`src/rtl/sym_feeder_if.sv`:
```
// sym_feeder_if: producer-side symbol handshake into sym_feeder.
//
// Handshake: in_valid/in_sym are driven by the producer and in_ready by the
// feeder. A symbol moves exactly at a rising clock edge where both in_valid
// and in_ready are high. The producer must hold in_sym stable while in_valid
// is high and not yet accepted. in_ready does not depend on in_valid.
//
// Signals:
//   in_sym   [1:0]  symbol from the producer
//   in_valid        in_sym holds a symbol this cycle
//   in_ready        feeder can take a symbol at the next edge
interface sym_feeder_if;
  logic [1:0] in_sym;
  logic       in_valid;
  logic       in_ready;

  modport master (
    output in_sym,
    output in_valid,
    input  in_ready
  );

  modport slave (
    input  in_sym,
    input  in_valid,
    output in_ready
  );
endinterface

```
`src/rtl/sym_feeder.sv`:
```
// sym_feeder: buffers 2-bit symbols from a producer in a small circular FIFO
// and presents each one on x_out for HOLD cycles, followed by GAP cycles of
// IDLE_SYM. x_out only changes at the rising clock edge, so the downstream
// recognizer never sees a mid-cycle input change.
//
// Ports:
//   clock      rising-edge clock
//   reset_n    asynchronous active-low reset
//   prod       producer handshake (slave side of sym_feeder_if)
//   flush      synchronous: drop FIFO contents and abort the current symbol
//   x_out      registered symbol to the recognizer
//   x_stb      one-cycle pulse in the first cycle of each presented symbol
//   busy       FSM not idle or FIFO not empty
//   level      FIFO occupancy
//   dbg_state  current FSM state (0 idle, 1 show, 2 gap)
module sym_feeder #(
  parameter int         DEPTH    = 4,
  parameter int         HOLD     = 1,
  parameter int         GAP      = 0,
  parameter logic [1:0] IDLE_SYM = 2'b00,
  localparam int        LW       = $clog2(DEPTH + 1)
) (
  input  logic            clock,
  input  logic            reset_n,
  sym_feeder_if.slave     prod,
  input  logic            flush,
  output logic [1:0]      x_out,
  output logic            x_stb,
  output logic            busy,
  output logic [LW-1:0]   level,
  output logic [1:0]      dbg_state
);

  localparam int AW = (DEPTH > 1) ? $clog2(DEPTH) : 1;
  localparam int HW = (HOLD > 1) ? $clog2(HOLD) : 1;
  localparam int GW = (GAP > 1) ? $clog2(GAP) : 1;

  typedef enum logic [1:0] {
    ST_IDLE = 2'd0,
    ST_SHOW = 2'd1,
    ST_GAP  = 2'd2
  } state_e;

  // FIFO storage and bookkeeping
  logic [1:0]    mem_q [DEPTH];
  logic [AW-1:0] wr_ptr_q, wr_ptr_d;
  logic [AW-1:0] rd_ptr_q, rd_ptr_d;
  logic [LW-1:0] count_q, count_d;

  // Presentation FSM
  state_e        state_q, state_d;
  logic [1:0]    x_q, x_d;
  logic          stb_q, stb_d;
  logic [HW-1:0] hold_q, hold_d;
  logic [GW-1:0] gap_q, gap_d;

  logic       full;
  logic       empty;
  logic       push;
  logic       pop;
  logic       slot_end;
  logic [1:0] head;

  assign full  = (count_q == LW'(DEPTH));
  assign empty = (count_q == '0);
  assign head  = mem_q[rd_ptr_q];

  // Held low during reset so nothing is offered to a FIFO that is being cleared.
  assign prod.in_ready = reset_n & ~full;

  // Fullness is judged on the registered count, so a pop at the same edge
  // never opens room for a push. flush drops any push at its edge.
  assign push = prod.in_valid & prod.in_ready & ~flush;

  // slot_end marks the edge at which a new symbol may be loaded: from idle,
  // at the end of the hold phase when there is no gap, or at the end of the gap.
  always_comb begin
    slot_end = 1'b0;
    case (state_q)
      ST_IDLE: slot_end = 1'b1;
      ST_SHOW: slot_end = (hold_q == '0) && (GAP == 0);
      ST_GAP:  slot_end = (gap_q == '0);
      default: slot_end = 1'b0;
    endcase
  end

  assign pop = slot_end & ~empty & ~flush;

  // FIFO pointer and occupancy update
  always_comb begin
    wr_ptr_d = wr_ptr_q;
    rd_ptr_d = rd_ptr_q;
    count_d  = count_q;
    if (flush) begin
      wr_ptr_d = '0;
      rd_ptr_d = '0;
      count_d  = '0;
    end else begin
      if (push) wr_ptr_d = wr_ptr_q + AW'(1);
      if (pop)  rd_ptr_d = rd_ptr_q + AW'(1);
      count_d = count_q + LW'(push) - LW'(pop);
    end
  end

  // Presentation FSM next-state / next-output
  always_comb begin
    state_d = state_q;
    x_d     = x_q;
    stb_d   = 1'b0;
    hold_d  = hold_q;
    gap_d   = gap_q;
    if (flush) begin
      state_d = ST_IDLE;
      x_d     = IDLE_SYM;
      hold_d  = '0;
      gap_d   = '0;
    end else begin
      case (state_q)
        ST_IDLE: begin
          x_d = IDLE_SYM;
          if (pop) begin
            x_d     = head;
            stb_d   = 1'b1;
            hold_d  = HW'(HOLD - 1);
            state_d = ST_SHOW;
          end
        end
        ST_SHOW: begin
          if (hold_q != '0) begin
            hold_d = hold_q - HW'(1);
          end else if (GAP > 0) begin
            x_d     = IDLE_SYM;
            gap_d   = GW'(GAP - 1);
            state_d = ST_GAP;
          end else if (pop) begin
            // Back-to-back load; equal symbols leave x_out unchanged but
            // still produce a fresh strobe.
            x_d    = head;
            stb_d  = 1'b1;
            hold_d = HW'(HOLD - 1);
          end else begin
            x_d     = IDLE_SYM;
            state_d = ST_IDLE;
          end
        end
        ST_GAP: begin
          x_d = IDLE_SYM;
          if (gap_q != '0) begin
            gap_d = gap_q - GW'(1);
          end else if (pop) begin
            x_d     = head;
            stb_d   = 1'b1;
            hold_d  = HW'(HOLD - 1);
            state_d = ST_SHOW;
          end else begin
            state_d = ST_IDLE;
          end
        end
        default: begin
          state_d = ST_IDLE;
          x_d     = IDLE_SYM;
          hold_d  = '0;
          gap_d   = '0;
        end
      endcase
    end
  end

  // FIFO storage has no reset; only entries between the pointers are ever read.
  always_ff @(posedge clock) begin
    if (push) mem_q[wr_ptr_q] <= prod.in_sym;
  end

  always_ff @(posedge clock or negedge reset_n) begin
    if (!reset_n) begin
      wr_ptr_q <= '0;
      rd_ptr_q <= '0;
      count_q  <= '0;
      state_q  <= ST_IDLE;
      x_q      <= IDLE_SYM;
      stb_q    <= 1'b0;
      hold_q   <= '0;
      gap_q    <= '0;
    end else begin
      wr_ptr_q <= wr_ptr_d;
      rd_ptr_q <= rd_ptr_d;
      count_q  <= count_d;
      state_q  <= state_d;
      x_q      <= x_d;
      stb_q    <= stb_d;
      hold_q   <= hold_d;
      gap_q    <= gap_d;
    end
  end

  assign x_out     = x_q;
  assign x_stb     = stb_q;
  assign level     = count_q;
  assign busy      = (state_q != ST_IDLE) | ~empty;
  assign dbg_state = state_q;

endmodule
```
`src/flat_wrapper.sv`:
```
// flat-port wrapper written by rule: the top's interface ports become plain ports
module sym_feeder_flat 
#(
  parameter int         DEPTH    = 4,
  parameter int         HOLD     = 1,
  parameter int         GAP      = 0,
  parameter logic [1:0] IDLE_SYM = 2'b00,
  localparam int        LW       = $clog2(DEPTH + 1)
)
  (clock, reset_n, flush, x_out, x_stb, busy, level, dbg_state, prod_in_sym, prod_in_valid, prod_in_ready);
  sym_feeder_if prod_i ();
  input  logic clock;
  input  logic reset_n;
  input  logic flush;
  output logic [1:0] x_out;
  output logic x_stb;
  output logic busy;
  output logic [LW-1:0] level;
  output logic [1:0] dbg_state;
  input wire logic [$bits(prod_i.in_sym)-1:0] prod_in_sym;
  input wire logic [$bits(prod_i.in_valid)-1:0] prod_in_valid;
  output wire logic [$bits(prod_i.in_ready)-1:0] prod_in_ready;
  assign prod_i.in_sym = prod_in_sym;
  assign prod_i.in_valid = prod_in_valid;
  assign prod_in_ready = prod_i.in_ready;
  sym_feeder #(.DEPTH(DEPTH), .HOLD(HOLD), .GAP(GAP), .IDLE_SYM(IDLE_SYM)) u_core (.clock(clock), .reset_n(reset_n), .prod(prod_i), .flush(flush), .x_out(x_out), .x_stb(x_stb), .busy(busy), .level(level), .dbg_state(dbg_state));
endmodule
```
`config.mk`:
```
export PLATFORM = sky130hd
export DESIGN_NAME = sym_feeder_flat
export DESIGN_NICKNAME = d
export VERILOG_FILES = /design/src/rtl/sym_feeder_if.sv /design/src/rtl/sym_feeder.sv /design/src/flat_wrapper.sv
export SDC_FILE = /design/constraint.sdc
export NUM_CORES = 1
export LEC_CHECK = 0
export ABC_AREA = 1
export BUFFER_PORTS_ARGS = -buffer_cell sky130_fd_sc_hd__clkbuf_2
export CAP_MARGIN = 20
export CORE_MARGIN = 10
export CORE_UTILIZATION = 43
export CTS_BUF_LIST = sky130_fd_sc_hd__clkbuf_8
export DETAILED_ROUTE_END_ITERATION = 16
export HOLD_SLACK_MARGIN = 0.02
export PLACE_DENSITY = 0.67
export SETUP_SLACK_MARGIN = 0.02
export SLEW_MARGIN = 30
export SYNTH_ARGS = -nofsm -noshare
export SYNTH_HDL_FRONTEND = slang
export SYNTH_SLANG_ARGS = --single-unit
```
`constraint.sdc`:
```
create_clock -name clock -period 3.9 [get_ports clock]
set_input_delay 0.585 -clock clock [delete_from_list [all_inputs] [get_ports clock]]
set_output_delay 0.585 -clock clock [all_outputs]
set_load 0.01 [all_outputs]
```
==> results of run 1 <==
## worst max-delay path by stage
stage / endpoint / slack [ns]
after CTS: u_core.level[2]$_DFF_PN0_ / 1.98
after global routing: u_core.level[2]$_DFF_PN0_ / 1.82
final: u_core.level[2]$_DFF_PN0_ / 1.99
after detailed placement: u_core.level[2]$_DFF_PN0_ / 1.71
after global placement: u_core.level[2]$_DFF_PN0_ / 1.78
after floorplan: u_core.level[2]$_DFF_PN0_ / 2.06
## stage by stage
step	instance area (um2)	util, %	std cells	hold slack, ns
6_report	1080	53.2	141	0.203
5_1_grt	1080	53.2	141	0.224
4_1_cts	1080	53.2	141	0.212
3_5_place_dp	1030	51.0	137	0.484
3_3_place_gp	1030	51.0	137	0.474
2_1_floorplan	940	-	98	0.289
## kinds of logic (layout without fill, tap and decap cells)
| logic type | count (synthesis) | count (layout) | share of synthesized area (%) |
|---|---|---|---|
| and+or+nand+nor | 38 | 38 | 19.0 |
| buffers and inverters | 21 | 37 | 8.92 |
| DFF | 19 | 19 | 54.9 |
| AOI/OAI and AO/OA | 13 | 13 | 7.99 |
| adders and majority gates | 6 | 6 | 8.79 |
| other | 1 | 1 | 0.399 |
## layer usage
layer	GRT usage, %	vias to the layer above
met5	0	-
met4	3.93	0
met2	12.0	12
met3	3.18	4
met1	8.43	284
li1	-	333
## critical path, stage by stage
cell and delay (ns):
clkbuf_2 0.26, a21boi_2 0.26, nand3_2 0.12, inv_1 0.08, ha_1 0.14, inv_1 0.04, fa_1 0.37, a21oi_1 0.13
nor2_1 0.06
## layout by cell type (no fill, tap or decap), drive strengths merged
master,instances
a21boi,1
a21oi,5
clkbuf,17
conb,1
dfrtp,11
edfxtp,8
fa,1
ha,5
inv,20
nand2,11
nand3,5
nor2,21
o21ai,7
or2,1
## power by group
part | switching, mW | internal [mW]
combinational | 0.156 | 0.103
sequential | 0.0487 | 0.252
clock | 0.0629 | 0.0699
## layout make-up
cell class | count | area [um2]
Clock inverter | 1 | 3.75
Timing Repair Buffer | 14 | 70.1
Tap cell | 27 | 33.8
Clock buffer | 3 | 41.3
Inverter | 19 | 71.3
Multi-Input combinational cell | 58 | 340
Sequential cell | 19 | 515
Fill cell | 197 | 946
## registers in the layout, summed over array words and instances, names as in the netlist
name and flops:
u_core.dbg_state 1, u_core.level 3, u_core.x_stb 1, u_core.x_out 2, u_core.rd_ptr_q 2, u_core.wr_ptr_q 2, u_core.mem_q 8
==> results.py, run 1 <==
metrics = {
    "timing": {
        "hold_viol_final": 0,
        "min_period_over_period_pct": 49.0,
        "finalSetupTns_ns": 0,
        "maxSlewViolCount": 0,
        "period_needed_ns": 1.91,
        "finalClockSkew_ns": 0.00106,
        "clock.fmax_mhz": 524,
        "rsz0062_at_grt": "false",
        "fin_ws_ns": 1.99,
        "setup_viol": 0,
    },
    "routing": {
        "wl_met2_um": 736,
        "final_antenna_net_count": 0,
        "wl_met3_um": 139,
        "vias_per_cell": 4.49,
        "first_iter_violations": 16,
        "drc_errors": 0,
        "wire_per_inst_um": 11.0,
        "wl_met1_um": 651,
        "firstDrtPassIters": 4,
        "dr_total_vias": 633,
        "drt_wl_total_um": 1560,
        "dr.max_layer_used": "met4",
    },
    "synth": {
        "synth_area_leaders": "dfrtp_1 (29%), edfxtp_1 (26%), nor2_1 (7.2%), ha_1 (6.7%), inv_1 (5.2%)",
        "synth-seq-cells": 19,
        "avgSynthCellArea_um2": 9.59,
        "synth.distinct_cells": 21,
        "yosysMostFrequentCell": "nor2_1",
        "synth_top_area_cell": "dfrtp_1",
        "synth-seq-area-share_pct": 54.9,
        "synth_top_area_share_pct": 29.3,
        "synthFlopType": "dfrtp_1",
        "synth_nets": 110,
        "synth-edff-count": 8,
        "synthTopCellsByCount": "nor2_1 (18), inv_1 (13), dfrtp_1 (11)",
        "netlist_instances": 98,
        "yosys_warnings": 0,
        "async_flop_share_pct": 57.9,
        "syn_area_um2": 940,
    },
    "grt": {
        "overflow": 0,
        "antenna_found_initial": 0,
        "globalRouteTotalUtil_pct": 7.56,
        "grt_max_degree": 14,
        "grt_pass1_vias": 609,
        "grt_pass1_wl_um": 2590,
    },
    "cts": {
        "cts-htree-levels": 1,
        "cts_made_buffers": 3,
        "cts_resized": 0,
        "clock_path_buffers": 2,
        "cts_root_buffer": "clkbuf_8",
        "clock_sink_count": 19,
        "cts_tree": "done",
        "clk_latency_ns": 0.25,
        "post-cts-setup-buffers": 0,
        "cts_hold_buf": 0,
        "clk_pin_slew_ns": 0.07,
    },
    "finish": {
        "area_growth_pct": 14.5,
        "nets": 127,
        "diodes": 0,
        "post_route_cells_drive_above_1_share_pct": 27.2,
    },
    "setup_path": {
        "reg2reg_slack_ns": 2.07,
        "worstReg2RegEnd": "u_core.level[2]$_DFF_PN0_",
        "r2r_cells": 11,
        "critPathKind": "in2reg",
        "setup.worst_path.start_class": "input pin",
        "crit_arrival_ns": 2.05,
        "r2r_start": "u_core.level[1]$_DFF_PN0_",
        "cp.required_ns": 4.04,
        "crit_path_end_kind": "register",
        "cp-startpoint": "reset_n",
        "cp_max_fo": 13,
    },
    "floorplanning": {
        "row_count": 16,
        "initial_core_util_pct": 46.5,
        "io_pins": 16,
        "dieArea_um2": 4450,
        "core_area_um2": 2020,
        "die_y_um": 66.7,
        "die_width_um": 66.7,
    },
    "outcome": {
        "status": "completed",
    },
    "flow_run": {
        "cap_violations": 0,
    },
    "placement": {
        "io_buffers": 14,
        "dp_hpwl_um": 1270,
        "pre_cts_slack_ns": 1.71,
        "globalplace.congestion": 0.725,
    },
    "power_and_ir_drop": {
        "ir_worst_vdd_mv": 0.377,
        "p_total_uw": 693,
        "power_density_nw_per_um2": 644,
        "p_leak_nw": 0.532,
    },
    "worst_hold_path": {
        "hold_path.class": "in2async",
    },
}
No activity file was read; power rests on OpenSTA's default activity.
==> run 2, diff against run 1 <==
Settings changed: ABC_AREA 1 to 0, PLACE_DENSITY 0.67 to 0.7.
Clock period 3.9 ns to 1.7 ns, I/O delays scaled along.
==> run 2 against run 1 <==
Non-clock buffer count increased by 20. Register-to-register slack worse by 2.2 ns. Hold slack gained 0.031 ns. Cell area increased by 13%. Area after synthesis decreased by 6.0%. Combinational power grew to 3.1 times the previous value. First-iteration DRC count shrank 38%. Setup slack worse by 2.1 ns. The run now ends with setup timing left. Sequential cell count unchanged. Sequential share of layout area is 5.3 points lower. Global-route usage increased by 1.4 points. Clock skew is 0.0020 ns higher.
==> results.py, run 2 <==
metrics = {
    "floorplanning": {
        "row_count": 16,
        "io_pins": 16,
        "die_y_um": 65.3,
        "dieArea_um2": 4270,
        "initial_core_util_pct": 45.0,
        "core_area_um2": 1960,
        "die_width_um": 65.3,
    },
    "cts": {
        "clock_path_buffers": 2,
        "cts-htree-levels": 1,
        "cts_root_buffer": "clkbuf_8",
        "cts_tree": "done",
        "clock_sink_count": 19,
        "cts_made_buffers": 3,
        "clk_latency_ns": 0.25,
        "clk_pin_slew_ns": 0.07,
    },
    "routing": {
        "final_antenna_net_count": 0,
        "vias_per_cell": 4.57,
        "drt_wl_total_um": 1790,
        "drc_errors": 0,
        "firstDrtPassIters": 4,
        "first_iter_violations": 10,
        "dr_total_vias": 599,
        "wire_per_inst_um": 13.6,
    },
    "setup_path": {
        "crit_arrival_ns": 2.02,
        "cp.required_ns": 1.87,
        "cp_max_fo": 4,
        "path_cells": "nor3_2, or2_1, o21ai_2, ha_2, inv_2, fa_2, xor2_1, and2_1, nor3_2",
        "crit_family": "simple AND/OR/NAND/NOR gates",
        "critPathKind": "reg2reg",
        "setup.worst_path.start_class": "register",
        "crit_path_end_kind": "register",
        "critical_path_buf_inv_count": 1,
        "max_stage_delay_ns": 0.41,
        "cpMostUsedCell": "nor3_2",
        "cpMaxStageDelayCell": "dfrtp_2",
    },
    "outcome": {
        "status": "finished, violations left",
        "violations": "setup timing",
    },
    "synth": {
        "synth_top_area_cell": "dfrtp_1",
        "synth_nets": 80,
        "synthFlopType": "dfrtp_1",
        "synth_top_area_share_pct": 31.2,
        "synth-seq-cells": 19,
        "synth-edff-count": 8,
        "async_flop_share_pct": 57.9,
        "yosys_warnings": 0,
        "netlist_instances": 68,
        "synthTopCellsByCount": "dfrtp_1 (11), edfxtp_1 (8), and2_1 (7)",
        "avgSynthCellArea_um2": 13.0,
        "yosysMostFrequentCell": "dfrtp_1",
        "synth-seq-area-share_pct": 58.4,
        "synth.distinct_cells": 26,
        "synth_area_leaders": "dfrtp_1 (31%), edfxtp_1 (27%), ha_1 (7.1%), mux4_2 (5.1%), and2_1 (5.0%)",
        "syn_area_um2": 883,
    },
    "power_and_ir_drop": {
        "power_density_nw_per_um2": 1430,
        "ir_worst_vdd_mv": 0.943,
        "combinationalPowerShare_pct": 45.5,
        "p_seq_share_pct": 37.3,
        "p_leak_nw": 0.572,
        "p_int_mw": 1.17,
        "p_clk_share_pct": 17.2,
        "switching_share_pct": 32.8,
        "total_switching_power_uw": 572,
    },
    "timing": {
        "setup_viol": 3,
        "rsz0062_at_grt": "true",
        "hold_viol_final": 0,
        "fin_ws_ns": -0.151,
        "min_period_over_period_pct": 109,
        "period_needed_ns": 1.85,
        "finalClockSkew_ns": 0.00305,
        "relSlewSlack_pct": 64.4,
        "clock.fmax_mhz": 540,
        "maxSlewViolCount": 0,
        "tightest_slew_ns": 0.532,
    },
    "grt": {
        "antenna_found_initial": 0,
        "globalRouteTotalUtil_pct": 8.91,
        "grt_max_degree": 12,
        "overflow": 0,
        "grt_pass1_wl_um": 2950,
        "grt_pass1_vias": 666,
    },
    "placement": {
        "dp_hpwl_um": 1320,
        "dpl.cell_count": 121,
        "globalplace.congestion": 0.757,
        "place_area_um2": 1090,
        "io_buffers": 14,
    },
    "finish": {
        "diodes": 0,
        "nets": 117,
        "final_cell_mix": "buf_4 (17), clkbuf_2 (13), dfrtp_1 (8), edfxtp_1 (8), and2_1 (7)",
        "final_cells": 131,
        "post_route_cells_drive_above_1_share_pct": 50.0,
        "area_growth_pct": 38.0,
        "stdcell_area_um2": 1220,
        "fillCellCount": 180,
        "multi_input_area_um2": 365,
        "largest_reg_flops": 8,
        "top_register": "u_core.mem_q",
        "final_common_cell": "buf_4",
        "seq_area_um2": 519,
    },
    "worst_hold_path": {
        "hold_path.class": "in2reg",
    },
    "flow_run": {
        "cap_violations": 0,
    },
}
[run 2: layout make-up]
class                           count  area share (%)
Clock inverter                      1           0.308
Inverter                            5            1.54
Clock buffer                        3            3.39
Tap cell                           27            2.77
Sequential cell                    19            42.6
Multi-Input combinational cell     42            30.0
Timing Repair Buffer               34            19.4
[run 2: worst reg2reg max path, stage by stage (launching register included)]
cell     delay (ns)
dfrtp_2        0.41
nor3_2         0.07
or2_1          0.24
o21ai_2        0.12
ha_2           0.18
inv_2          0.03
fa_2           0.32
xor2_1         0.15
and2_1         0.15
nor3_2         0.10
[run 2: routing by layer]
layer	vias up	global-route usage, %	wire length (um)	part of all wire (%)
li1	300	-	-	-
met1	281	9.33	744	42
met2	14	15.9	924	52
met3	4	2.88	100	5.6
met4	0	4.01	19	1.1
met5	-	0	0	0
[run 2: power by group through the flow]
| stage | logic, mW | registers [mW] | clock network (mW) |
|---|---|---|---|
| floorplan | 0.306 | 0.697 | 0 |
| global placement | 0.652 | 0.652 | 0 |
| detailed placement | 0.668 | 0.659 | 0 |
| CTS | 0.764 | 0.649 | 0.312 |
| global route | 0.876 | 0.663 | 0.326 |
| finish | 0.793 | 0.649 | 0.300 |
[run 2: cell families (layout without fill, tap and decap cells)]
family                     count (synthesis)  count (layout)  share of synthesized area (%)
AOI/OAI and AO/OA                          5               5                           3.40
xor gates and xnor gates                   3               3                           2.98
adders and majority gates                  6               6                           9.35
muxes                                      2               2                           5.10
other                                      1               1                          0.425
DFF                                       19              19                           58.4
buffers and inverters                      7              43                           3.40
and+or+nand+nor                           25              25                           17.0
[run 2: timing repair]
item | in CTS | in global routing
buffers inserted | 4 | 2
endpoints found under the hold margin | 11 | 0
hold buffers | 1 | 0
setup endpoints to repair | 3 | 11
resized for setup | 7 | 5
pin swaps | 4 | 6
[run 2: path summary, 6_finish.rpt]
check,depth (start not counted),startpoint,slack (ns),endpoint
min,1,prod_in_sym[1],0.23,u_core.mem_q[1][1]$_DFFE_PP_
max,9,u_core.level[0]$_DFF_PN0_,-0.15,u_core.level[2]$_DFF_PN0_
min reg2reg,2,u_core.rd_ptr_q[1]$_DFFE_PN0P_,0.61,u_core.rd_ptr_q[1]$_DFFE_PN0P_
max in group asynchronous,3,reset_n,0.66,u_core.level[1]$_DFF_PN0_
max reg2reg,9,u_core.level[0]$_DFF_PN0_,-0.15,u_core.level[2]$_DFF_PN0_
min in group asynchronous,3,reset_n,0.66,u_core.rd_ptr_q[0]$_DFFE_PN0P_
[run 2: through the flow]
step	util (%)	setup slack [ns]	hold slack, ns	power (mW)	TNS (ns)
after floorplan	-	-0.229	-0.0406	1.00	-0.231
after global placement	55.5	-0.175	0.227	1.30	-0.175
after detailed placement	55.5	-0.200	0.235	1.33	-0.261
after CTS	61.0	-0.184	0.228	1.72	-0.486
after global routing	62.1	-0.267	0.240	1.87	-0.514
final	62.1	-0.151	0.234	1.74	-0.236
